$ cat config.mk
export PLATFORM = sky130hd
export DESIGN_NAME = mat_stream_out
export DESIGN_NICKNAME = d
export VERILOG_FILES = /design/src/rtl/mat_stream_out.sv
export SDC_FILE = /design/constraint.sdc
export NUM_CORES = 1
export LEC_CHECK = 0
export BUFFER_PORTS_ARGS = -buffer_cell sky130_fd_sc_hd__buf_2
export CAP_MARGIN = 25
export CORE_ASPECT_RATIO = 0.8
export CORE_MARGIN = 2
export CORE_UTILIZATION = 42
export DETAILED_ROUTE_END_ITERATION = 10
export PLACE_DENSITY = 0.66
export RECOVER_POWER = 25
export SETUP_SLACK_MARGIN = 0.4
export SYNTH_ARGS = -nofsm -noshare
export SYNTH_HDL_FRONTEND = slang
export SYNTH_SLANG_ARGS = --single-unit
$ cat constraint.sdc
create_clock -name clk -period 8.4 [get_ports clk]
set_clock_uncertainty 0.1 [all_clocks]
set_input_delay 2.1 -clock clk [delete_from_list [all_inputs] [get_ports clk]]
set_output_delay 2.1 -clock clk [all_outputs]
set_load 0.02 [all_outputs]
$ cat src/rtl/mat_stream_out.sv
// mat_stream_out: snapshots a flattened H x W matrix result on the rising
// edge of mat_done and streams it row-major over a valid/ready interface.
//
// Ports:
//   clk, rst   - clock, asynchronous active-high reset
//   mat_done   - level done from the multiply block
//   mat_o      - flattened result, element (0,0) in the MSBs
//   out_data   - current element
//   out_row    - row tag of out_data
//   out_col    - column tag of out_data
//   out_valid  - out_data/row/col/last valid
//   out_ready  - downstream accepts
//   out_last   - final element (H-1,W-1) of a frame
//   busy       - a frame is held / streaming
//   overrun    - sticky: a result arrived while a frame was streaming
module mat_stream_out #(
  parameter int S = 32,
  parameter int H = 2,
  parameter int W = 2,
  localparam int N  = H * W,
  localparam int RW = (H > 1) ? $clog2(H) : 1,
  localparam int CW = (W > 1) ? $clog2(W) : 1
) (
  input  logic           clk,
  input  logic           rst,
  input  logic           mat_done,
  input  logic [S*N-1:0] mat_o,
  output logic [S-1:0]   out_data,
  output logic [RW-1:0]  out_row,
  output logic [CW-1:0]  out_col,
  output logic           out_valid,
  input  logic           out_ready,
  output logic           out_last,
  output logic           busy,
  output logic           overrun
);

  localparam int IW = (N > 1) ? $clog2(N) : 1;
  localparam logic [IW-1:0] LAST_IDX = IW'(N - 1);
  localparam logic [CW-1:0] LAST_COL = CW'(W - 1);

  typedef enum logic {
    IDLE,
    SEND
  } state_t;

  state_t         state_q, state_d;
  logic           done_q;
  logic [S*N-1:0] shadow_q, shadow_d;
  logic [IW-1:0]  idx_q, idx_d;
  logic [RW-1:0]  row_q, row_d;
  logic [CW-1:0]  col_q, col_d;
  logic           ovr_q, ovr_d;

  logic           rise;
  logic           is_last;
  logic           accept;
  logic [S-1:0]   elem [N];

  for (genvar k = 0; k < N; k++) begin : g_elem
    assign elem[k] = shadow_q[S*(N-k)-1 -: S];
  end

  assign rise    = mat_done & ~done_q;
  assign is_last = (idx_q == LAST_IDX);
  assign accept  = (state_q == SEND) & out_ready;

  always_comb begin
    state_d  = state_q;
    shadow_d = shadow_q;
    idx_d    = idx_q;
    row_d    = row_q;
    col_d    = col_q;
    ovr_d    = ovr_q;
    unique case (state_q)
      IDLE: begin
        if (rise) begin
          state_d  = SEND;
          shadow_d = mat_o;
          idx_d    = '0;
          row_d    = '0;
          col_d    = '0;
        end
      end
      SEND: begin
        if (accept && is_last) begin
          idx_d = '0;
          row_d = '0;
          col_d = '0;
          // A result landing on the final beat chains straight
          // into the next frame with no idle cycle.
          if (rise) begin
            shadow_d = mat_o;
          end else begin
            state_d = IDLE;
          end
        end else begin
          if (rise) begin
            ovr_d = 1'b1;
          end
          if (accept) begin
            idx_d = idx_q + IW'(1);
            if (col_q == LAST_COL) begin
              col_d = '0;
              row_d = row_q + RW'(1);
            end else begin
              col_d = col_q + CW'(1);
            end
          end
        end
      end
    endcase
  end

  always_ff @(posedge clk or posedge rst) begin
    if (rst) begin
      state_q  <= IDLE;
      // Starts high so a done already asserted at reset release
      // needs a fresh 0->1 edge before it is taken.
      done_q   <= 1'b1;
      shadow_q <= '0;
      idx_q    <= '0;
      row_q    <= '0;
      col_q    <= '0;
      ovr_q    <= 1'b0;
    end else begin
      state_q  <= state_d;
      done_q   <= mat_done;
      shadow_q <= shadow_d;
      idx_q    <= idx_d;
      row_q    <= row_d;
      col_q    <= col_d;
      ovr_q    <= ovr_d;
    end
  end

  assign busy      = (state_q == SEND);
  assign out_valid = busy;
  assign out_data  = elem[idx_q];
  assign out_row   = row_q;
  assign out_col   = col_q;
  assign out_last  = busy & is_last;
  assign overrun   = ovr_q;

endmodule

After elaboration in Yosys (flattened, before gate mapping)
Cells that the tools add are included.

storage, ports and cells
  register bits = 135
  input bits = 132
  output and inout port bits = 38
  logic and storage cells = 49

cells by class
  add/sub/neg operators = 3
  $lt $le $gt $ge = 1
  equality and inequality tests = 5
  multiplexer cells = 22
  bitwise gates (word level) = 7
  reduce and logical (&&, ||, !) cells = 4

operators by type and width
  kind                                                                     count
  128-bit two-way mux                                                      2
  128-bit one-hot mux with 2 select lines                                  1
  32-bit binary-select mux with 2-bit select                               1
  32-bit two-way mux                                                       2
  1-bit two-way mux                                                        9
  2-bit two-way mux                                                        3
  3-bit by 1-bit inequality test with 1-bit output, second input constant  2
  1-bit one-hot mux with 2 select lines                                    3
  3-bit AND reduction                                                      2
  2-bit one-hot mux with 2 select lines                                    1
  1-bit AND                                                                3
  3-bit greater-or-equal comparator, second input constant                 1
  1-bit inverter                                                           3
  2-bit inverter with 3-bit output                                         1
  1-bit adder, second input constant                                       2
  2-bit by 1-bit adder with 2-bit output, second input constant            1
  2-bit == test, second input constant                                     1
  2-bit by 1-bit inequality test with 1-bit output, second input constant  1
  2-bit inequality test, second input constant                             1
  2-bit AND reduction                                                      1
  1-bit logical AND                                                        1

Depth between registers and ports, before layout
Gate-level depths: netlist (run 1).

  word-level depth = 5
  mapped depth = 6
  gate-level depth less buffers = 4

Least setup slack after synthesis (run 1)
No wires, ideal clock.

  path type = register to output
  start = register idx_q[0]
  end = output port out_data[11]
  data arrival time = 1.432 ns
  path slack = 4.768 ns
  stages on the path, launching flop included = 4
  cell sequence = dfrtp_1 -> buf_2 -> buf_2 -> mux4_2

between the ends
  cells in the longest elaborated chain, start to end = 4

ends and longest elaborated chain
  what                                                    RTL line  text
  start, declared                                         50        logic [IW-1:0] idx_q, idx_d;
  start signal, assigned                                  130       idx_q <= idx_d;
  2-bit inverter with 3-bit output (not written as such)  139       assign out_data = elem[idx_q];
  32-bit binary-select mux with 2-bit select              139
  32-bit two-way mux (not written as such) (2 in a row)   139
  end, declared                                           28        output logic [S-1:0] out_data,

Every way passes these cells. The select of a mux whose other input is x is not followed.

Worst setup path in the final report (run 1)
  start = input port mat_done
  end = register shadow_q[29] (netlist: elem[29])

between the ends
  cells in the longest elaborated chain, start to end = 4

ends and longest elaborated chain
  what                                         RTL line  text
  start, declared                              26        input logic mat_done,
  1-bit AND (*)                                64        assign rise = mat_done & ~done_q;
  128-bit two-way mux (*)                      -
  128-bit two-way mux                          -
  128-bit one-hot mux with 2 select lines (*)  -
  end signal, assigned                         129       shadow_q <= shadow_d;
  end, declared                                49        logic [S*N-1:0] shadow_q, shadow_d;

Mark *: on every way between the ends. The rest lies on a longest branch, timed or not. The select of a mux whose other input is x is not followed.
A chain may end at the register's enable or synchronous reset.

==> results of run 1 <==
routing by layer:
layer  share of wire (%)  vias to the layer above  track usage [%]
met3                 7.7                       10            6.817
met1                  47                     1797            23.58
li1                    -                     1611                -
met2                  44                      120            25.11
met4                0.96                        0            5.000
met5                   0                        -                0
placed cells by master, fill, tap and decap left out, drive strengths merged:
cell type | Yosys | routed
a21o | 1 | 1
a21oi | 2 | 2
a31oi | 1 | 1
a32o | 1 | 1
and2 | 1 | 1
buf | 21 | 169
bufinv | 0 | 4
clkbuf | 3 | 28
clkinv | 0 | 4
clkinvlp | 0 | 1
dfrtp | 134 | 134
dfstp | 1 | 1
diode | 0 | 1
ha | 1 | 1
mux2 | 128 | 128
mux2i | 2 | 2
mux4 | 32 | 32
nand2 | 6 | 6
nand2b | 1 | 1
nand3 | 1 | 1
nor2 | 2 | 2
nor3 | 1 | 1
o21a | 1 | 1
o21ai | 1 | 1
o21bai | 1 | 1
cell families (layout without fill, tap and decap cells):
group,after synthesis,after routing
adder cells (fa/ha/maj),1,1
multiplexers,162,162
AO/OA/AOI/OAI,8,8
flip-flops,135,135
AND/OR/NAND/NOR,12,12
buffers and inverters,25,206
other,0,1
through the flow:
stage | cells | worst slack (ns) | util (%) | instance area (sq um) | power [mW]
after floorplan | 343 | 2.591 | - | 6379 | 2.210
final | 714 | 2.684 | 52.48 | 7828 | 3.324
after CTS | 713 | 3.756 | 52.60 | 7845 | 3.365
after global placement | 681 | 3.746 | 48.23 | 7193 | 2.481
after global routing | 713 | 2.440 | 52.47 | 7825 | 3.506
after detailed placement | 681 | 3.663 | 48.23 | 7193 | 2.529
worst paths after layout:
path | to | slack (ns) | cells after the start
setup / recovery | elem[29] | 2.68 | 5
hold / removal | elem[42] | 0.38 | 1
setup reg to reg | elem[29] | 3.04 | 6
hold reg to reg | elem[42] | 0.38 | 1
max in group asynchronous | elem[72] | 3.95 | 3
min in group asynchronous | elem[102] | 2.34 | 2
cell type report:
class / count / area, sq um / area share (%)
clock inverter: 8 / 140.1 / 1.790
sequential: 135 / 3382 / 43.21
timing repair buffer: 173 / 870.8 / 11.13
clock buffer: 24 / 511.7 / 6.538
antenna: 1 / 2.502 / 0.03197
tap: 189 / 236.5 / 3.021
multi-input combinational: 183 / 2679 / 34.22
inverter: 1 / 5.005 / 0.06394
critical path, delay by kind of cell:
kind,cells,cell delay (ns)
and+or+nand+nor,1,0.17
muxes,1,0.41
AOI/OAI and AO/OA,1,2.02
buffers and inverters,2,1.10
registers in the layout, summed over array words and instances, names as in the netlist:
name and cells:
elem 128, idx_q 2, busy 1, done_q 1, out_col 1, out_row 1
overrun 1
report_power, final:
part / leakage [nW] / total (mW) / internal, mW / switching, mW
Combinational: 1.75 / 1.31 / 0.777 / 0.534
Clock: 0.326 / 0.811 / 0.543 / 0.269
Sequential: 1.61 / 1.20 / 0.975 / 0.226
Total: 3.69 / 3.32 / 2.30 / 1.03
==> run metrics, run 1 <==
Cell Rows=40; CTS hold repair buffers=0; Max Cap Viol=2; slowest cell delay on critical path=2.02 ns; failing checks=max-capacitance violations, max-slew violations; RSZ-0062 raised after global routing=false; post-synthesis xor/xnor area fraction=0%; Die ar.=16190 sq um; Worst-path clk slew=0.05 ns; number of synthesized flops with an enable pin=0; Synth Area in Adders=0.1962%; largest family of logic cells by synthesized area=multiplexers; crit-path cells=clkbuf_1 -> nand2b_1 -> a21oi_1 -> buf_4 -> mux2_2; Setup crit start=mat_done; sequential area share after synthesis=52.98%; syn avg cell area=18.60 sq um; endpoints failing hold=0; Skew-Pair Late Insertion Delay=0.41 ns; Yosys top cell area share=52.57%; Final HPWL DP=8589 um; leakage=3.694 nW; Final Cycle Share=68.05%; beginning of the worst register-to-register path=idx_q[0]; Sink Count=135; Post-Synthesis Net Count=476; Gates resized, CTS repair=0; hold wc startpoint=elem[42]; kind of critical path=input port to flip-flop; relative slew slack=-82.23%; ys flop type=dfrtp_1; number of global-route vias before repair=3931; root cell of the clock tree=clkbuf_16; ANT nets after route=0; Worst Path Max Fanout=58; Power Density=424.6 nW/um^2; I/O Pins=170; post-synthesis simple-gate area fraction=0.8631%; Synth Register Bits=135; Mapped Area=6379 sq um; largest net degree at the start of global routing=74; proportion of layout cells with a drive suffix above 1=65.84%; Synth async-reset ratio=100.0%; number of antenna violations at the first check in global routing=0; data required time of the worst path=8.59 ns; type of destination of the critical path=flip-flop; Routed WL=13000 um; top cells by area, synth=dfrtp_1 53%, mux2_4 24%, mux4_2 11%; Area growth syn-to-layout=22.71%; Placeable Area=14910 sq um; Yosys Warn Count=0; Slew @ Worst Pin=2.718 ns; I/O Buffers=169; Synth Area in Compound Gates=1.020%; H-tree depth=4; CTS Buf Count=17; Die Wd=141.8 um; CTS tree=built; mux share of post-synthesis cell area=40.09%; first-pass GRT wire length=21030 um; most frequent cell after synthesis=dfrtp_1; global route overflow=0; synthesized instance count=343; CP max stage cell=a21oi_1; WL/cell=18.21 um; Final setup viols=0; setup TNS=0 ns; WHS=0.3784 ns; Hold Path Class=flip-flop to flip-flop; maximum clock rate=174.9 MHz; first-pass iteration count of the detailed router=4; Via density=4.955; synth unique cells=29; initial DRC count=117; nets@finish=644; Max Root-Sink Buffers=2; postcts setup bufs=0; DRC errors left=0; Arr. time, crit path=5.91 ns; placer congestion estimate=0.7156; Die Ht=114.2 um; Yosys top cell by area=dfrtp_1; outcome=finished, violations left; post-layout min period=5.716 ns; Slew Viols, Final=87; via count=3538; Fill cells=1234; Commonest cells post-synth=134 x dfrtp_1, 100 x mux2_4, 32 x mux4_2, 20 x mux2_1, 11 x buf_12; Tot GR Track Use=17.10%; worst vdd ir=242.5 uV; Worst setup SP type=input port; starting density of the core=42.77%
Note: power is estimated with default switching activity, not from simulation.
==> inputs of run 2 (changes only) <==
Settings changed: PLACE_DENSITY 0.66 to 0.69.
Clock period 8.4 ns to 4.6 ns, I/O delays scaled along.
==> run metrics, run 2 (synthesis results as in run 1) <==
Fill cells=1214; I/O Buffers=169; initial DRC count=105; Tot GR Track Use=16.59%; Slew @ Worst Pin=1.789 ns; Die Ht=114.2 um; RSZ-0062 raised after global routing=false; beginning of the worst register-to-register path=idx_q[1]; Placeable Area=14910 sq um; outcome=finished, violations left; crit-path cells=buf_4 -> mux4_2 -> buf_2; Via density=5.010; Arr. time, crit path=2.13 ns; ANT nets after route=0; CTS Buf Count=17; register area=3382 sq um; most frequent cells in the layout=168 x buf_2, 132 x dfrtp_1, 100 x mux2_4, 32 x mux4_2, 20 x mux2_1; root cell of the clock tree=clkbuf_16; max reg flops=128; Final Cycle Share=73.41%; Area growth syn-to-layout=24.30%; worst r2r dst=elem[45]; first-pass iteration count of the detailed router=4; Final HPWL DP=8784 um; Worst Hold End=elem[35]; Power Density=779.3 nW/um^2; placer congestion estimate=0.7488; CP max stage cell=dfrtp_2; post-layout min period=3.377 ns; CP delay by family, top=flip-flops; I/O Pins=170; Die Wd=141.8 um; CP Buf/Inv Count=2; endpoints failing hold=0; global route overflow=0; number of global-route vias before repair=3861; Die ar.=16190 sq um; Max Cap Viol=1; Max Root-Sink Buffers=2; Skew-Pair Late Insertion Delay=0.41 ns; starting density of the core=42.77%; PnR worst setup slack=1.223 ns; maximum clock rate=296.1 MHz; data required time of the worst path=3.35 ns; Slew Viols, Final=75; Worst setup SP type=flip-flop; type of destination of the critical path=output port; WL/cell=17.90 um; Worst-path clk slew=0.06 ns; Final Core Density=53.16%; Cell Rows=40; worst slack at placement=1.620 ns; Hold Path Class=flip-flop to flip-flop; commonest non-fill, non-tap cell in the layout=buf_2; nets@finish=646; first-pass GRT wire length=20410 um; setup TNS=0 ns; multi-input logic area=2690 sq um; CTS hold repair buffers=0; kind of critical path=flip-flop to output port; leakage=3.735 nW; postcts setup bufs=0; failing checks=max-capacitance violations, max-slew violations; DRC errors left=0; Sink Count=135; Routed WL=12800 um; Overall Power=6.179 mW; worst vdd ir=367.7 uV; Worst Hold Depth=1; reg-to-reg slack, setup=1.79 ns; Worst Path Max Fanout=17; hold wc startpoint=elem[35]; Gates resized, CTS repair=0; Final setup viols=0; # diodes=0; R2R cell count=5; H-tree depth=4; relative slew slack=-19.25%; slowest cell delay on critical path=0.57 ns; via count=3582; largest net degree at the start of global routing=75; CTS tree=built; proportion of layout cells with a drive suffix above 1=66.73%; number of antenna violations at the first check in global routing=0
run 2: where the power goes:
| group | total [mW] | internal, mW | leakage, nW | switching, mW |
|---|---|---|---|---|
| clock | 1.61 | 1.10 | 0.344 | 0.506 |
| combinational | 2.37 | 1.42 | 1.78 | 0.948 |
| sequential | 2.20 | 1.78 | 1.61 | 0.419 |
| total | 6.18 | 4.31 | 3.73 | 1.87 |
run 2: stage by stage:
stage               hold slack [ns]  instance area [sq um]  cells
floorplan                    0.3524                   6382    343
detailed placement           0.3707                   7244    683
CTS                          0.3833                   7948    715
finish                       0.3787                   7929    715
global route                 0.4009                   7929    715
global placement             0.3620                   7244    683
run 2: worst max-delay path by stage:
stage | slack [ns] | cells after the start | from | to
2_1_floorplan | 1.67 | 1 | rst | busy
3_3_place_gp | 1.62 | 3 | idx_q[0] | out_data[23]
3_5_place_dp | 1.62 | 3 | idx_q[0] | out_data[19]
4_1_cts | 1.16 | 3 | idx_q[0] | out_data[19]
5_1_grt | 0.79 | 3 | rst | idx_q[1]
6_report | 1.22 | 3 | idx_q[0] | out_data[19]
run 2: area by class of cell:
class                      instances  area share, %
clock buffer                      20          5.760
clock inverter                    12          3.109
inverter                           1        0.06312
multi-input combinational        183          33.93
sequential                       135          42.65
tap                              189          2.982
timing repair buffer             175          11.50
run 2: per-layer routing:
layer  global-route usage, %  share of wire (%)  wire length (um)
met1                   22.84                 47              6052
met3                   6.692                8.6              1105
met2                   23.56                 43              5470
met4                   6.533                1.3               170
met5                       0                  0                 0
==> inputs of run 3 (changes only) <==
Settings changed: PLACE_DENSITY 0.69 to 0.66.
Clock period 4.6 ns to 3.4 ns, I/O delays scaled along.
==> run metrics, run 3 (synthesis results as in run 1) <==
proportion of layout cells with a drive suffix above 1=65.97%; RSZ-0062 raised after global routing=false; # diodes=0; R2R cell count=5; CP Buf/Inv Count=2; type of destination of the critical path=output port; ANT nets after route=0; Arr. time, crit path=1.91 ns; Setup crit start=idx_q[1]; Die Ht=114.2 um; starting density of the core=42.77%; Area growth syn-to-layout=21.75%; cell depth of the worst setup path=3; nets@finish=646; largest net degree at the start of global routing=136; outcome=finished, violations left; reg-to-reg slack, setup=0.92 ns; failing checks=max-capacitance violations, max-slew violations; number of global-route vias before repair=3883; slowest cell delay on critical path=0.68 ns; max reg flops=128; placer congestion estimate=0.7534; CTS Buf Count=17; Skew-Pair Late Insertion Delay=0.41 ns; Routed WL=12730 um; Fill cells=1273; critical path endpoint=out_data[12]; DRC errors left=0; CTS hold repair buffers=0; global route overflow=0; CP delay by family, top=flip-flops; Via density=4.983; I/O Pins=170; leakage=3.649 nW; Worst Path Max Fanout=23; Slew @ Worst Pin=1.842 ns; worst slack at placement=0.8146 ns; worst vdd ir=442.0 uV; multi-input logic area=2690 sq um; H-tree depth=4; Final HPWL DP=8500 um; endpoints failing hold=0; PnR worst setup slack=0.5416 ns; Final setup viols=0; Slew Viols, Final=136; Max Root-Sink Buffers=2; Sink Count=135; Die ar.=16190 sq um; first-pass iteration count of the detailed router=4; CP max stage cell=dfrtp_4; Worst-path clk slew=0.06 ns; Tot GR Track Use=16.60%; register area=3385 sq um; maximum clock rate=349.8 MHz; setup TNS=0 ns; Max Cap Viol=1; Die Wd=141.8 um; Worst setup SP type=flip-flop; most frequent cells in the layout=167 x buf_2, 132 x dfrtp_1, 100 x mux2_4, 32 x mux4_2, 20 x mux2_1; relative slew slack=-22.78%; worst r2r dst=elem[47]; post-layout min period=2.858 ns; Hold Path Class=flip-flop to flip-flop; CTS tree=built; root cell of the clock tree=clkbuf_16; crit-path cells=buf_4 -> mux4_2 -> buf_2; beginning of the worst register-to-register path=idx_q[1]; Placeable Area=14910 sq um; I/O Buffers=169; Cell Rows=40; number of antenna violations at the first check in global routing=3; data required time of the worst path=2.45 ns; WL/cell=17.81 um; initial DRC count=165; kind of critical path=flip-flop to output port; Power Density=1013 nW/um^2; commonest non-fill, non-tap cell in the layout=buf_2; Final Cycle Share=84.07%; via count=3563; first-pass GRT wire length=20490 um
-- run 3: final cells by class --
type                       count  share of cell area, %
inverter                       1                0.09667
clock buffer                  24                  6.203
timing repair buffer         175                  11.81
sequential                   135                  43.58
multi-input combinational    183                  34.64
tap                          189                  3.045
clock inverter                 8                 0.6283
-- run 3: through the flow --
| stage | hold WS [ns] | utilization (%) | total power, mW | instance area (sq um) | cells |
|---|---|---|---|---|---|
| floorplan | 0.3524 | - | 5.461 | 6382 | 343 |
| global placement | 0.3597 | 48.57 | 6.147 | 7244 | 683 |
| detailed placement | 0.3734 | 48.57 | 6.250 | 7244 | 683 |
| CTS | 0.3867 | 52.15 | 7.951 | 7777 | 715 |
| global route | 0.4074 | 52.07 | 8.300 | 7766 | 715 |
| finish | 0.3813 | 52.07 | 7.864 | 7766 | 715 |
-- run 3: per-layer routing --
metal  up-vias  routed length, um  share of wire [%]  GRT usage (%)
met5         -                 27               0.21              0
met4         4                 66               0.52          3.800
met3         9                944                7.4          7.152
met2       119               5564                 44          23.50
met1      1823               6127                 48          23.79
li1       1608                  -                  -              -
-- run 3: power breakdown --
part / internal, mW / switching, mW / leakage [nW]
Sequential: 2.41 / 0.509 / 1.61
Combinational: 1.93 / 1.37 / 1.77
Clock: 0.984 / 0.653 / 0.260
-- run 3: worst min-delay path by stage --
stage               startpoint        to  slack, ns  cells past startpoint
floorplan             elem[32]  elem[32]       0.35                      1
global placement       overrun   overrun       0.36                      1
detailed placement    elem[40]  elem[40]       0.37                      1
CTS                   elem[40]  elem[40]       0.39                      1
global route          elem[32]  elem[32]       0.41                      1
finish                elem[40]  elem[40]       0.38                      1
-- run 3: what timing repair did --
action | 4_1_cts | 5_1_grt
gates resized for setup | 1 | 1
hold endpoints to repair | 0 | 0
buffers inserted | 0 | 0
endpoints found under the setup margin | 7 | 18
